## config.mk

```make
export PLATFORM = sky130hd
export DESIGN_NAME = alu_lockstep_sched
export DESIGN_NICKNAME = d
export VERILOG_FILES = /design/src/rtl/alu_lockstep_sched.sv
export SDC_FILE = /design/constraint.sdc
export NUM_CORES = 1
export LEC_CHECK = 0
export CORE_MARGIN = 2
export CORE_UTILIZATION = 43
export DETAILED_ROUTE_END_ITERATION = 8
export DONT_BUFFER_PORTS = 1
export GPL_TIMING_DRIVEN = 0
export SYNTH_ARGS = -nofsm -noshare
export SYNTH_HDL_FRONTEND = slang
export SYNTH_SLANG_ARGS = --single-unit
```

## constraint.sdc

```tcl
create_clock -name wb_clk_i -period 1.9 [get_ports wb_clk_i]
set_input_delay 0.095 -clock wb_clk_i [delete_from_list [all_inputs] [get_ports wb_clk_i]]
set_output_delay 0.095 -clock wb_clk_i [all_outputs]
set_load 0.01 [all_outputs]
```

## src/rtl/alu_lockstep_sched.sv

```systemverilog
// Round-robin front end for a dual-lane lockstep ALU: issues one operation to both lanes,
// compares the lane results and returns lane-1 data. Optional macro: ALU_LOCKSTEP_RETRY_EN.
module alu_lockstep_sched (
  input  logic       wb_clk_i,
  input  logic       wb_rst_i,
  input  logic       req0_valid,
  input  logic       req1_valid,
  output logic       req0_ready,
  output logic       req1_ready,
  input  logic [3:0] req0_a,
  input  logic [3:0] req1_a,
  input  logic [3:0] req0_b,
  input  logic [3:0] req1_b,
  input  logic [1:0] req0_sel,
  input  logic [1:0] req1_sel,
  output logic [3:0] alu_a,
  output logic [3:0] alu_b,
  output logic [1:0] alu_sel,
  input  logic [3:0] alu_out1,
  input  logic [3:0] alu_out2,
  input  logic       alu_cout1,
  input  logic       alu_cout2,
  output logic       rsp_valid,
  input  logic       rsp_ready,
  output logic       rsp_id,
  output logic [3:0] rsp_data,
  output logic       rsp_carry,
  output logic       rsp_err,
  output logic [7:0] err_cnt
);

  typedef enum logic [1:0] {StIdle, StWait, StCmp, StResp} state_e;

  state_e     state_q, state_d;
  logic       last_grant_q, last_grant_d;
  logic [3:0] alu_a_q, alu_a_d, alu_b_q, alu_b_d;
  logic [1:0] alu_sel_q, alu_sel_d;
  logic       rsp_id_q, rsp_id_d;
  logic [3:0] rsp_data_q, rsp_data_d;
  logic       rsp_carry_q, rsp_carry_d;
  logic       rsp_err_q, rsp_err_d;
  logic [7:0] err_cnt_q, err_cnt_d;
  logic       grant0, grant1, match, fail;
`ifdef ALU_LOCKSTEP_RETRY_EN
  logic       retry_q, retry_d;
`endif

  always_comb begin
    state_d      = state_q;
    last_grant_d = last_grant_q;
    alu_a_d      = alu_a_q;
    alu_b_d      = alu_b_q;
    alu_sel_d    = alu_sel_q;
    rsp_id_d     = rsp_id_q;
    rsp_data_d   = rsp_data_q;
    rsp_carry_d  = rsp_carry_q;
    rsp_err_d    = rsp_err_q;
    err_cnt_d    = err_cnt_q;
    fail         = 1'b0;
`ifdef ALU_LOCKSTEP_RETRY_EN
    retry_d      = retry_q;
`endif

    // Tie goes to whichever requester was not served last.
    grant0     = req0_valid && (!req1_valid || last_grant_q);
    grant1     = req1_valid && (!req0_valid || !last_grant_q);
    req0_ready = (state_q == StIdle) && !wb_rst_i && grant0;
    req1_ready = (state_q == StIdle) && !wb_rst_i && grant1;
    match      = (alu_out1 == alu_out2) && (alu_cout1 == alu_cout2);

    unique case (state_q)
      StIdle: begin
        if (req0_ready) begin
          alu_a_d      = req0_a;
          alu_b_d      = req0_b;
          alu_sel_d    = req0_sel;
          rsp_id_d     = 1'b0;
          last_grant_d = 1'b0;
          state_d      = StWait;
        end else if (req1_ready) begin
          alu_a_d      = req1_a;
          alu_b_d      = req1_b;
          alu_sel_d    = req1_sel;
          rsp_id_d     = 1'b1;
          last_grant_d = 1'b1;
          state_d      = StWait;
        end
      end
      StWait: state_d = StCmp;
      StCmp: begin
        rsp_data_d  = alu_out1;
        rsp_carry_d = alu_cout1;
        rsp_err_d   = 1'b0;
        state_d     = StResp;
        if (!match) begin
`ifdef ALU_LOCKSTEP_RETRY_EN
          if (!retry_q) begin
            retry_d = 1'b1;
            state_d = StWait;
          end else begin
            fail = 1'b1;
          end
`else
          fail = 1'b1;
`endif
        end
        if (fail) begin
          rsp_err_d = 1'b1;
          if (err_cnt_q != 8'hFF) err_cnt_d = err_cnt_q + 8'd1;
        end
`ifdef ALU_LOCKSTEP_RETRY_EN
        if (state_d == StResp) retry_d = 1'b0;
`endif
      end
      StResp: if (rsp_ready) state_d = StIdle;
      default: state_d = StIdle;
    endcase
  end

  always_ff @(posedge wb_clk_i) begin
    if (wb_rst_i) begin
      state_q      <= StIdle;
      last_grant_q <= 1'b1;
      alu_a_q      <= 4'd0;
      alu_b_q      <= 4'd0;
      alu_sel_q    <= 2'd0;
      rsp_id_q     <= 1'b0;
      rsp_data_q   <= 4'd0;
      rsp_carry_q  <= 1'b0;
      rsp_err_q    <= 1'b0;
      err_cnt_q    <= 8'd0;
`ifdef ALU_LOCKSTEP_RETRY_EN
      retry_q      <= 1'b0;
`endif
    end else begin
      state_q      <= state_d;
      last_grant_q <= last_grant_d;
      alu_a_q      <= alu_a_d;
      alu_b_q      <= alu_b_d;
      alu_sel_q    <= alu_sel_d;
      rsp_id_q     <= rsp_id_d;
      rsp_data_q   <= rsp_data_d;
      rsp_carry_q  <= rsp_carry_d;
      rsp_err_q    <= rsp_err_d;
      err_cnt_q    <= err_cnt_d;
`ifdef ALU_LOCKSTEP_RETRY_EN
      retry_q      <= retry_d;
`endif
    end
  end

  assign alu_a     = alu_a_q;
  assign alu_b     = alu_b_q;
  assign alu_sel   = alu_sel_q;
  assign rsp_valid = (state_q == StResp);
  assign rsp_id    = rsp_id_q;
  assign rsp_data  = rsp_data_q;
  assign rsp_carry = rsp_carry_q;
  assign rsp_err   = rsp_err_q;
  assign err_cnt   = err_cnt_q;

endmodule
```

# [Word level (Yosys, flattened, before mapping)]
# Index checks and enable logic that the tools add are counted.
[classes] mux=15 add_sub_neg=1 eq_ne=8 n_reduce_logical=17
[op_table] cell="$mux W4" count=4
[op_table] cell="$mux W2" count=5
[op_table] cell="$add A8 B1 Y8 const B" count=1
[op_table] cell="$ne A8 B8 Y1 const B" count=1
[op_table] cell="$pmux W2 S4" count=1
[op_table] cell="$logic_and A1 B1 Y1" count=6
[op_table] cell="$mux W1" count=5
[op_table] cell="$eq A2 B2 Y1 const B" count=2
[op_table] cell="$eq A4 B4 Y1" count=1
[op_table] cell="$logic_not A1 Y1" count=4
[op_table] cell="$reduce_and A2 Y1" count=2
[op_table] cell="$ne A3 B3 Y1 const B" count=1
[op_table] cell="$reduce_and A3 Y1" count=1
[op_table] cell="$eq A2 B1 Y1 const B" count=1
[op_table] cell="$logic_not A2 Y1" count=1
[op_table] cell="$logic_or A1 B1 Y1" count=2
[op_table] cell="$ne A2 B1 Y1 const B" count=1
[op_table] cell="$reduce_bool A2 Y1" count=1
[op_table] cell="$eq A1 B1 Y1" count=1
[totals] wordCells=51 in_bits=35 regBits=28 out_inout_bits=28

# [Longest topological paths before layout]
[logic_depth] ltp_word=7 depth_mapped=8 depth_no_buf=7

# [Worst setup path before layout]
# Ideal clock, no wire load.
[synth_timing] path_kind="register to register" startpoint="reg state_q[0]" endpoint="reg alu_a_q[0], in the netlist alu_a[0]" path_buffers=1 required_ns=1.814 arrival_ns=1.446 slack_ns=0.368 setup_time_ns=0.086 path_stages_with_launch=8 synth_period_minus_slack_ns=1.532 cell_sequence="dfxtp_1 inv_1 ha_1 nor2b_1 nand3_1 buf_6 mux2i_1 a211oi_1"
[synth_via] elab_chain_cells=5 elab_cells_between_ends=7 cone_classes="mux (1); reduce/logical (6)"
[synth_rtl] element="start, declared" line="34" source="state_e state_q, state_d;"
[synth_rtl] element="start signal, assigned" line="122" source="state_q <= StIdle;"
[synth_rtl] element="start signal, assigned" line="136" source="state_q <= state_d;"
[synth_rtl] element="$logic_not A2 Y1 (*)" line="67, 68, 71"
[synth_rtl] element="$logic_and A1 B1 Y1" line="67, 68"
[synth_rtl] element="$logic_and A1 B1 Y1, on equally long branches" line="67, 68"
[synth_rtl] element="$reduce_bool A2 Y1 (no line)"
[synth_rtl] element="$reduce_and A2 Y1 (no line)"
[synth_rtl] element="end signal, assigned" line="138" source="alu_a_q <= alu_a_d;"
[synth_rtl] element="end, declared" line="36" source="logic [3:0] alu_a_q, alu_a_d, alu_b_q, alu_b_d;"
# Every way passes the cells marked *; elsewhere a longest branch is shown, timed or not.
# A chain may end at the register's enable or synchronous reset.

# [Worst setup path after layout]
[layout_timing] startpoint="reg state_q[0]" endpoint="out req0_ready"
[layout_via] elab_chain_cells=3
[layout_rtl] element="$logic_not A2 Y1" line="67" source="req0_ready = (state_q == StIdle) && !wb_rst_i && grant0;"
[layout_rtl] element="$logic_and A1 B1 Y1 (2 in a row)" line="67"
[layout_rtl] element="end, declared" line="8" source="output logic req0_ready,"
# No other way between the ends.

==> impl_metrics.ini <==
[clocking]
cts_buffers = 3
root_buffer = clkbuf_4
cts_max_level = 1
cts_tree = done
cts_buffer_depth = 2
postCtsSetupBuffers = 0
clkLatencyLatePin_ps = 330
cts.sinks = 28
clkTransAtPathRegs_ps = 160

[detailed_routing]
ant_nets = 0
drt_iter0_markers = 40
drc = 0
wl_per_cell_um = 15.0
vias = 1217
drt_pass1_iterations = 4
wl_um = 3330
via_per_inst = 5.48

[run]
cap_viol_max_count = 0

[die]
coreArea_sq_mm = 0.00303
die_h_um = 60.2
start_util_pct = 44.8
io_pins = 63
num_rows = 20
die_area_sq_mm = 0.00362
die_x_um = 60.2

[synth]
synth.distinct_cells = 27
avgSynthCellArea_sq_um = 9.11
synth_cells = 149
yosysWarnings = 0
ys_ff_latch = 28
synth_fp_nets = 188
synth.yosys.seq_area_share_pct = 41.3
syn-cell-area_sq_mm = 0.00136

[global_route]
antenna_found_initial = 0
grt_max_degree = 17
grt_pass1_vias = 1064
overflow = 0
grt_pass1_wl_um = 4890
grtUsageTotal_pct = 17.8

[setup_path]
crit_path_max_fanout = 10
worst_setup_path_end_kind = output port
crit_arrival_ps = 1660
path_class = reg2out
cp-start-kind = flip-flop
required_ps = 1800

[sta]
final_max_slew_viol_count = 0
min_period_ps = 1750
rsz0062_at_grt = no
max_freq_mhz = 570
fin_crit_sh_pct = 92.3
slew_headroom_pct = 68.8
worst_pin_slew_ps = 468
setup_tns_ps = 0
fin_worst_skew_ps = 3.56
setup_viol = 0
hold_viol_final = 0

[placed_design]
dp_hpwl_um = 2250
place_area_sq_mm = 0.00141
gp_congestion = 0.854
place_inst = 193
port_buffers = 0

[power]
peakVddDrop_mv = 0.441
powerDensity_mw_per_mm2 = 1070
clockPowerShare_pct = 21.4
power_frac_seq_pct = 46.3
comb_power_share_pct = 32.3
p_int_mw = 1.21
p_leak_nw = 0.690
swShare_pct = 34.5
switchingPower_mw = 0.639

[finish]
syn_to_final_growth_pct = 26.9
nNetsFinal = 218
final_cell_area_sq_mm = 0.00172
final_core_util_pct = 56.9
drive_gt1_share_pct = 8.43
num-fill-cells = 264
final_cells = 222
antenna_cells = 0
layout_common_cells = dfxtp_1, dlygate4sd3_1, nor2_1, mux2i_1, a211oi_1
layout_commonest_cell = dfxtp_1

[hold_path]
hold_class = in2reg

[run_status]
status = finished clean
## cell usage after synthesis
cell type / n / share of area (%)
and3_1: 3 / 1.4
o21ai_0: 7 / 2.6
o21a_1: 1 / 0.55
clkbuf_1: 3 / 0.83
xnor2_1: 5 / 3.2
and4_4: 1 / 0.83
or3_1: 3 / 1.4
nor2b_1: 3 / 1.4
a21oi_1: 9 / 3.3
nand2b_1: 1 / 0.46
a31o_2: 1 / 0.65
nand3_1: 6 / 2.2
buf_6: 1 / 0.83
buf_2: 4 / 1.5
o31ai_1: 4 / 2.2
nand2_4: 1 / 0.83
a211oi_1: 11 / 6.1
nor3_1: 3 / 1.1
mux2i_1: 16 / 12
dfxtp_1: 28 / 41
ha_1: 4 / 3.7
nor2_1: 19 / 5.3
nand2_1: 6 / 1.7
nand4_4: 1 / 1.6
inv_1: 4 / 1.1
or3b_1: 1 / 0.65
or4_1: 3 / 1.7
## kinds of logic after synthesis
kind of cell / Yosys count / share of synthesized area [%]
buf+inv: 12 / 4.24
compound gates: 33 / 15.4
simple gates: 51 / 20.4
fa+ha+maj: 4 / 3.69
flops: 28 / 41.3
xor+xnor: 5 / 3.23
mux: 16 / 11.8
## state kept, by name, indices dropped and copies added (netlist names)
| name | flops |
|---|---|
| rsp_id | 1 |
| alu_sel | 2 |
| err_cnt | 8 |
| rsp_data | 4 |
| alu_b | 4 |
| state_q | 2 |
| rsp_carry | 1 |
| last_grant_q | 1 |
| rsp_err | 1 |
| alu_a | 4 |
## layer usage
| layer | share of wire (%) | wire length (um) | global-route usage [%] | vias up |
|---|---|---|---|---|
| met4 | 1.1 | 37 | 5.71 | 0 |
| met1 | 41 | 1360 | 21.5 | 578 |
| li1 | - | - | - | 593 |
| met3 | 6.4 | 213 | 4.33 | 5 |
| met2 | 51 | 1710 | 30.9 | 41 |
| met5 | 0 | 0 | 0 | - |
## critical path: stages (launching register included)
cell and delay (ps):
dfxtp_1 360, inv_1 90, ha_1 220, nor2b_2 230, nand3_2 140, buf_6 190
inv_1 100
## metrics by stage
step	hold slack (ps)	worst slack (ps)	total power [mW]
3_3_place_gp	244	222	1.38
2_1_floorplan	242	368	1.30
4_1_cts	1.45	24.7	1.84
6_report	3.46	147	1.85
5_1_grt	11.4	27.0	1.97
3_5_place_dp	252	124	1.41
## final cells by class
cell class / instances / area (sq um) / area share [%]
clock inverter: 1 / 30.0 / 1.74
sequential: 28 / 561 / 32.5
buffer: 8 / 42.5 / 2.47
inverter: 4 / 15.0 / 0.871
multi-input combinational: 109 / 747 / 43.4
clock buffer: 3 / 22.5 / 1.31
timing repair buffer: 25 / 250 / 14.5
tap: 44 / 55.1 / 3.20
## power by group through the flow
| stage | Combinational (mW) | Clock, mW | Sequential [mW] |
|---|---|---|---|
| finish | 0.598 | 0.396 | 0.858 |
| CTS | 0.582 | 0.402 | 0.860 |
| floorplan | 0.456 | 0 | 0.844 |
| global placement | 0.515 | 0 | 0.869 |
| global route | 0.659 | 0.430 | 0.879 |
| detailed placement | 0.539 | 0 | 0.874 |
## what timing repair did
action / CTS / global route
resized for setup: 0 / 2
hold endpoints to repair: 13 / 2
hold buffers: 21 / 4
setup endpoints to repair: 0 / 7
## path summary, 6_finish.rpt
path	depth (start not counted)	slack (ps)	from	to
worst max-delay path	6	150	state_q[0]	req0_ready
worst min-delay path	2	3	req0_b[3]	alu_b[3]
worst max register to register	7	200	state_q[0]	alu_b[2]
worst min register to register	2	530	state_q[0]	state_q[0]
No activity file was read; power rests on OpenSTA's default activity.
